==> config.mk <==
export PLATFORM = sky130hd
export DESIGN_NAME = mux4_rr_arbiter
export DESIGN_NICKNAME = d
export VERILOG_FILES = /design/src/rtl/mux4_rr_arbiter.sv
export SDC_FILE = /design/constraint.sdc
export NUM_CORES = 1
export LEC_CHECK = 0
export CAP_MARGIN = 20
export CORE_MARGIN = 2
export CORE_UTILIZATION = 35
export CTS_CLUSTER_SIZE = 14
export DETAILED_ROUTE_END_ITERATION = 8
export PLACE_DENSITY = 0.85
export SLEW_MARGIN = 30
export SYNTH_ARGS = -nofsm -noshare
export SYNTH_HDL_FRONTEND = slang
export SYNTH_SLANG_ARGS = --single-unit
==> constraint.sdc <==
create_clock -name clk -period 1.41 [get_ports clk]
set_clock_uncertainty 0.05 [all_clocks]
set_input_delay 0.141 -clock clk [delete_from_list [all_inputs] [get_ports clk]]
set_output_delay 0.141 -clock clk [all_outputs]
set_load 0.02 [all_outputs]
==> src/rtl/mux4_rr_arbiter.sv <==
// mux4_rr_arbiter: four requesters share one 4:1 mux output channel.
// A two-state FSM grants one requester at a time and produces the mux select
// {s1,s0} and a one-hot grant. The granted lane drives a valid/ready output.
// A grant lasts for up to MAX_BEATS handshaked beats, or until the requester
// withdraws. After that, priority rotates to the next index and the arbiter
// spends one IDLE cycle before it grants again.
// Optional build macro MUX4_ARB_FIXED_PRIO_EN: the priority pointer is held
// at 0, so requester 0 has the highest priority and requester 3 the lowest.
module mux4_rr_arbiter #(
  parameter int DW        = 8,
  parameter int MAX_BEATS = 4,
  parameter int CNT_W     = 3
) (
  input  logic            clk,
  input  logic            rst,
  input  logic [3:0]      req,
  input  logic [4*DW-1:0] d,
  output logic [3:0]      gnt,
  output logic            s0,
  output logic            s1,
  output logic            y_valid,
  output logic [DW-1:0]   y,
  input  logic            y_ready,
  output logic            y_last
);

  typedef enum logic {IDLE, GRANT} state_t;

  localparam logic [CNT_W-1:0] LAST_CNT = CNT_W'(MAX_BEATS - 1);

  state_t           state_q, state_d;
  logic [1:0]       idx_q, idx_d;
  logic [3:0]       gnt_q, gnt_d;
  logic [1:0]       ptr_q, ptr_d;
  logic [CNT_W-1:0] cnt_q, cnt_d;

  logic             pick_valid;
  logic [1:0]       pick_idx;
  logic [1:0]       cand;
  logic             xfer;
  logic             at_last;

  // Search the requests starting at ptr and wrapping round; the first set bit wins.
  always_comb begin
    // NOTE: every signal written here gets a default first. If any path left
    // one of them unassigned, the tool would infer a latch.
    pick_valid = 1'b0;
    pick_idx   = ptr_q;
    cand       = ptr_q;
    // Walk the offsets from the largest down, so the smallest offset is written last and wins.
    for (int k = 3; k >= 0; k--) begin
      cand = ptr_q + 2'(k);
      if (req[cand]) begin
        pick_valid = 1'b1;
        pick_idx   = cand;
      end
    end
  end

  // Output side of the channel. The data mux follows the held select, so y
  // shows lane {s1,s0} even while no one owns the channel.
  always_comb begin
    y = '0;
    for (int i = 0; i < 4; i++) begin
      if (idx_q == 2'(i)) y = d[i*DW +: DW];
    end
  end

  assign gnt     = gnt_q;
  assign s0      = idx_q[0];
  assign s1      = idx_q[1];
  assign y_valid = (state_q == GRANT) && req[idx_q];
  assign at_last = (cnt_q == LAST_CNT);
  assign y_last  = y_valid && at_last;
  assign xfer    = y_valid && y_ready;

  // Next state: arbitrate in IDLE; in GRANT, count beats and release the channel.
  always_comb begin
    state_d = state_q;
    idx_d   = idx_q;
    gnt_d   = gnt_q;
    ptr_d   = ptr_q;
    cnt_d   = cnt_q;
    unique case (state_q)
      IDLE: begin
        if (pick_valid) begin
          state_d = GRANT;
          idx_d   = pick_idx;
          gnt_d   = 4'b0001 << pick_idx;
          cnt_d   = '0;
        end
      end
      GRANT: begin
        // Release when the requester withdraws or the final beat transfers.
        // If both happen in the same cycle, this is still a single release.
        if (!req[idx_q] || (xfer && at_last)) begin
          state_d = IDLE;
          gnt_d   = '0;
          cnt_d   = '0;
          ptr_d   = idx_q + 2'd1;
        end else if (xfer) begin
          cnt_d = cnt_q + CNT_W'(1);
        end
      end
      default: state_d = IDLE;
    endcase
`ifdef MUX4_ARB_FIXED_PRIO_EN
    ptr_d = '0;
`endif
  end

  // State registers with synchronous reset. A reset edge discards any beat in flight.
  always_ff @(posedge clk) begin
    // NOTE: state flops take non-blocking assignments, so every flop samples
    // values from before the edge and the order of the statements does not matter.
    if (rst) begin
      state_q <= IDLE;
      idx_q   <= '0;
      gnt_q   <= '0;
      ptr_q   <= '0;
      cnt_q   <= '0;
    end else begin
      state_q <= state_d;
      idx_q   <= idx_d;
      gnt_q   <= gnt_d;
      ptr_q   <= ptr_d;
      cnt_q   <= cnt_d;
    end
  end

endmodule

Word level (Yosys, flattened, before mapping). Cells that the tools add are included.

Register bits after elaboration: 12. Input bits: 39. Word-level logic and storage cells: 67.

$add $sub $neg: 5. $lt $le $gt $ge: 5. Equal/unequal tests: 7. Shift-type cells: 1. Multiplexer cells: 32. Bitwise logic cells: 1. Reductions and logical operators: 11.

Operators with widths (number): 8-bit two-way mux (4); 2-bit by 3-bit less-than comparator with 1-bit output, second input constant (5); 1-bit two-way mux (11); 1-bit binary-select mux with 2-bit select (5); 3-bit two-way mux (3); 2-bit two-way mux (4); 4-bit two-way mux (2); 4-bit one-hot mux with 2 select lines (1); 2-bit AND reduction (4); 3-bit one-hot mux with 2 select lines (1); 2-bit by 1-bit adder with 2-bit output, second input constant (2); 2-bit adder, second input constant (2); 2-bit == test, second input constant (2); 1-bit logical AND (4); 1-bit by 2-bit left shift with 4-bit output, first input constant (1); 3-bit by 1-bit adder with 3-bit output, second input constant (1); 3-bit by 2-bit == test with 1-bit output, second input constant (1); 3-bit by 1-bit != test with 1-bit output, second input constant (1); 2-bit by 1-bit == test with 1-bit output, second input constant (1); 2-bit logical NOT (1); 2-bit by 1-bit != test with 1-bit output, second input constant (1); 2-bit != test, second input constant (1); 1-bit one-hot mux with 2 select lines (1); 1-bit logical NOT (1); 2 further kinds (2).

Longest topological paths before layout.
Depth after elaboration: 10. Mapped depth: 7. Depth with buffers taken out: 6.

Worst setup path after synthesis. No wires, ideal clock.

Path type: register to output. From: reg idx_q[1]. To: out y[5]. Arrival: 1864 ps. Setup slack: -645 ps. Stages on the path, launching flop included: 8. Buffers on the path: 1. Cells stage by stage: dfxtp_1 > inv_1 > ha_1 > clkbuf_1 > nand3b_1 > a21oi_1 > a21oi_1 > o21ai_0.

Longest elaborated chain between the ends: 5.

Ends and longest elaborated chain: start, declared (RTL line 32) `logic [1:0] idx_q, idx_d;`; start signal, assigned (RTL line 124) `idx_q <= idx_d;`; 2-bit logical NOT (RTL line 65) `if (idx_q == 2'(i)) y = d[i*DW +: DW];`; 8-bit two-way mux (3 in a row) (RTL line 65); 8-bit two-way mux (*) (RTL line 65); end, declared (RTL line 22) `output logic [DW-1:0] y,`.

Every way passes the cells marked *; elsewhere a longest branch is shown, timed or not.

Worst setup path after layout.
From: reg idx_q[1]. To: out y[6].

The elaborated chain is that of the path after synthesis.

==> flow_results.org <==
** Place
- Prior to clock tree synthesis, the placed netlist has a worst setup slack of -672 ps.
- Detailed placement HPWL :: 2890 µm
- Placer Congestion :: 0.810
- Placed instance area :: about 1800 µm²
- Port buffering added 54 buffers.

** Floorplan
- Horizontal extent of the die :: 57.5 µm
- Count of boundary I/O pins :: 55
- From bottom edge to top edge, the die measures 57.5 µm.
- Core Region :: 2730 µm²
- The die covers 3310 µm².
- Once the floorplan was initialized, standard cells occupied 36.7% of the core.
- The initialized floorplan defines 19 standard-cell rows.

** Critical path
- At the worst endpoint, the required time is between 1000 and 1500 ps.
- Along the worst path, the maximum fanout reaches 13.
- The worst setup path is launched from a flip-flop.
- Data arrives at the worst endpoint at 1620 ps.
- Nature of the critical path endpoint :: output port
- Worst Path Class, Setup :: flip-flop to output port

** Final layout
- Summed area of non-filler cells in the final layout :: 2040 µm²
- 0 antenna diodes ended up in the layout.
- Layout overhead on the synthesized area :: 104%
- Fraction of final layout cells with drive strength greater than 1 :: 39.7%
- Final net count :: 261

** Clock network
- TritonCTS built the clock tree.
- Clock-pin slew was measured on the worst setup and hold paths at 70 ps.
- Skew-Pair Late Insertion Delay :: around 280 ps
- TritonCTS sink count :: 12
- Buffer levels on the longest clock path :: 2
- The tree is rooted in a sky130_fd_sc_hd__clkbuf_4.
- CTS built an H-tree with a depth of 1.
- Buffers inserted during clock tree synthesis total 3.
- Hold repair after CTS inserted 0 buffers.

** Synthesis
- The most used flip-flop cell after synthesis is sky130_fd_sc_hd__dfxtp_1.
- Per-instance average area after synthesis :: ~7.5 µm²
- Synthesized instance count :: 134
- Yosys mapped a number of flops with a built-in enable equal to 0.
- Top cells by area in the synthesized netlist :: sky130_fd_sc_hd__dfxtp_1 24%, sky130_fd_sc_hd__a21oi_1 9.0%, sky130_fd_sc_hd__ha_1 7.5%, sky130_fd_sc_hd__nand2_1 7.5%, sky130_fd_sc_hd__nand3b_1 6.7%
- Count of cell types in the netlist :: 35
- The top cell type by area accounts for a little under a quarter of the synthesized area.
- Largest area contributor in the synthesized netlist :: sky130_fd_sc_hd__dfxtp_1
- Sequential elements use 24.0% of the synthesized area.
- Warnings, synthesis :: 0
- The synthesized netlist occupies a cell area of 1000 µm².
- After synthesis the netlist holds a flip-flop and latch count of 12.
- Post-Synthesis Net Count :: 179
- For this run, asynchronously set or reset flops after synthesis account for 0%.

** Timing
- RSZ-0062 raised after global routing :: true
- Setup violations remaining at the end of the flow were counted as 20.
- The number of pins exceeding their max-slew limit in the final report is 0.
- The final number of hold-violating endpoints was 0.
- Dividing the final minimum period by the clock period gives 128%.
- After layout, the minimum clock period comes to 1810 ps.
- Worst-case headroom to the max-slew limit :: 71.6%
- Least setup slack across all paths after layout :: -398 ps
- Highest clock frequency the design can meet :: between 500 and 600 MHz
- At the pin with the least slew margin, the transition time is 426 ps.

** GRT
- Maximum number of pins on one net before global-route repair :: 17
- Grt total ovfl :: 0
- Overall fraction of global-route tracks in use :: 25.1%
- The first global-routing pass estimated 6450 µm of wire.
- Number of global-route vias before repair :: 1385
- Antenna violations before repair :: 0

** Power
- IR analysis of the VDD net gives a maximum drop of approximately 0.74 mV.
- The design draws 1370 µW.
- For this design the ratio of total power to cell area is 670 nW/µm².
- For this design the static power due to leakage is 0.000839 µW.

** Run status
- The checks that failed: setup timing.
- Run status :: finished, violations left

** Detailed routing
- Dividing the detail-routed via count by the number of cells gives 5.59.
- For this block, the via count after detailed routing is between 1000 and 1500.
- Total length of routed wires :: 4130 µm
- Dividing the detail-routed wire length by the instance count gives approximately 17 µm.
- The first detailed-routing pass took 4 iterations.
- Once detail routing completed, the nets flagged for antenna violations numbered 0.
- Initial DRC count :: 72
- # DRC :: 0

** Hold path
- Kind of path behind the tightest hold check :: flip-flop to flip-flop

** Job
- Max-cap violations in this run came to 0.
-- where the power goes --
part / leakage, µW / total (µW) / internal [µW] / switching, µW
clock network: 0.0000138 / 210 / 99.1 / 111
registers: 0.000101 / 381 / 359 / 22.6
logic: 0.000725 / 777 / 418 / 358
-- kinds of logic after synthesis --
kind of cell	share of synthesized area [%]
and+or+nand+nor	30.6
AOI/OAI and AO/OA	29.1
buffers and inverters	5.62
DFF	24.0
adders and majority gates	7.49
muxes	3.25
-- worst max-delay path, cell delays in order (launching register included) --
cell,delay [ps]
sky130_fd_sc_hd__dfxtp_4,370
sky130_fd_sc_hd__inv_2,100
sky130_fd_sc_hd__ha_4,200
sky130_fd_sc_hd__buf_4,130
sky130_fd_sc_hd__nand2_1,60
sky130_fd_sc_hd__a21oi_1,150
sky130_fd_sc_hd__a21oi_1,80
sky130_fd_sc_hd__o21ai_2,140
sky130_fd_sc_hd__buf_6,130
-- area by class of cell --
type,count,area [µm²]
clock buffers,3,22.5
inverters,5,18.8
fillers,201,692
multi-input cells,109,891
repair buffers,85,816
flip-flops and latches,12,255
well taps,31,38.8
-- synth_stat cells, types with 2 or more instances --
library cell	count
sky130_fd_sc_hd__clkbuf_1	6
sky130_fd_sc_hd__nand2_1	20
sky130_fd_sc_hd__nand4b_1	2
sky130_fd_sc_hd__or2_2	2
sky130_fd_sc_hd__nor3b_1	2
sky130_fd_sc_hd__ha_1	6
sky130_fd_sc_hd__o21ai_0	12
sky130_fd_sc_hd__and2_1	3
sky130_fd_sc_hd__a21oi_1	18
sky130_fd_sc_hd__inv_1	5
sky130_fd_sc_hd__a32o_1	4
sky130_fd_sc_hd__nor2b_1	4
sky130_fd_sc_hd__nand3b_1	9
sky130_fd_sc_hd__nor2_1	8
sky130_fd_sc_hd__dfxtp_1	12
sky130_fd_sc_hd__o31ai_1	2
-- flip-flops by register name, summed over array words and instances, names as in the netlist --
| name | cells |
|---|---|
| ptr_q | 2 |
| state_q | 1 |
| gnt | 4 |
| idx_q | 2 |
| cnt_q | 3 |
-- metal layers --
| metal | GRT usage (%) | vias up | part of all wire (%) |
|---|---|---|---|
| met5 | 0 | - | 0 |
| met4 | 6.64 | 0 | 1.5 |
| met3 | 4.54 | 6 | 8.5 |
| met1 | 27.0 | 642 | 38 |
| met2 | 49.2 | 72 | 52 |
| li1 | - | 649 | - |
-- per-stage QoR --
stage / setup TNS [ps] / hold WS (ps) / util [%] / cells
5_1_grt: -7620 / 442 / 74.7 / 245
3_3_place_gp: -10370 / 401 / 66.3 / 238
6_report: -6280 / 424 / 74.7 / 245
3_5_place_dp: -11340 / 412 / 66.3 / 238
2_1_floorplan: -1310 / 372 / - / 134
4_1_cts: -6270 / 424 / 72.0 / 245
-- final timing paths --
path	startpoint	endpoint	slack, ps	cells after the start
worst max-delay path	idx_q[1]$_SDFFE_PP0P_	y[6]	-400	8
worst min-delay path	cnt_q[1]$_SDFFE_PP0P_	cnt_q[1]$_SDFFE_PP0P_	420	2
worst max register to register	idx_q[1]$_SDFFE_PP0P_	ptr_q[1]$_SDFFE_PP0P_	-340	5
worst min register to register	cnt_q[1]$_SDFFE_PP0P_	cnt_q[1]$_SDFFE_PP0P_	420	2
-- what timing repair did --
action / CTS / global route
buffers inserted: 4 / 1
gates resized for setup: 93 / 18
setup endpoints to repair: 27 / 23
pin swaps: 11 / 6
-- cell usage in the layout, fill, tap and decap left out, types with 3 or more instances in the layout --
cell type                         instances
sky130_fd_sc_hd__nand3b_1                 9
sky130_fd_sc_hd__dfxtp_4                  4
sky130_fd_sc_hd__o21ai_2                  8
sky130_fd_sc_hd__a21oi_2                  5
sky130_fd_sc_hd__o21ai_1                  4
sky130_fd_sc_hd__buf_4                   24
sky130_fd_sc_hd__nor2b_1                  3
sky130_fd_sc_hd__nand2_1                 20
sky130_fd_sc_hd__a21oi_1                 12
sky130_fd_sc_hd__dlygate4sd2_1            8
sky130_fd_sc_hd__buf_6                   16
sky130_fd_sc_hd__ha_1                     3
sky130_fd_sc_hd__inv_1                    3
sky130_fd_sc_hd__clkbuf_4                 3
sky130_fd_sc_hd__dfxtp_1                  8
sky130_fd_sc_hd__ha_4                     3
sky130_fd_sc_hd__a32o_1                   4
sky130_fd_sc_hd__nor2_1                   6
sky130_fd_sc_hd__clkdlybuf4s50_1         34
Note: power is estimated with default switching activity, not from simulation.
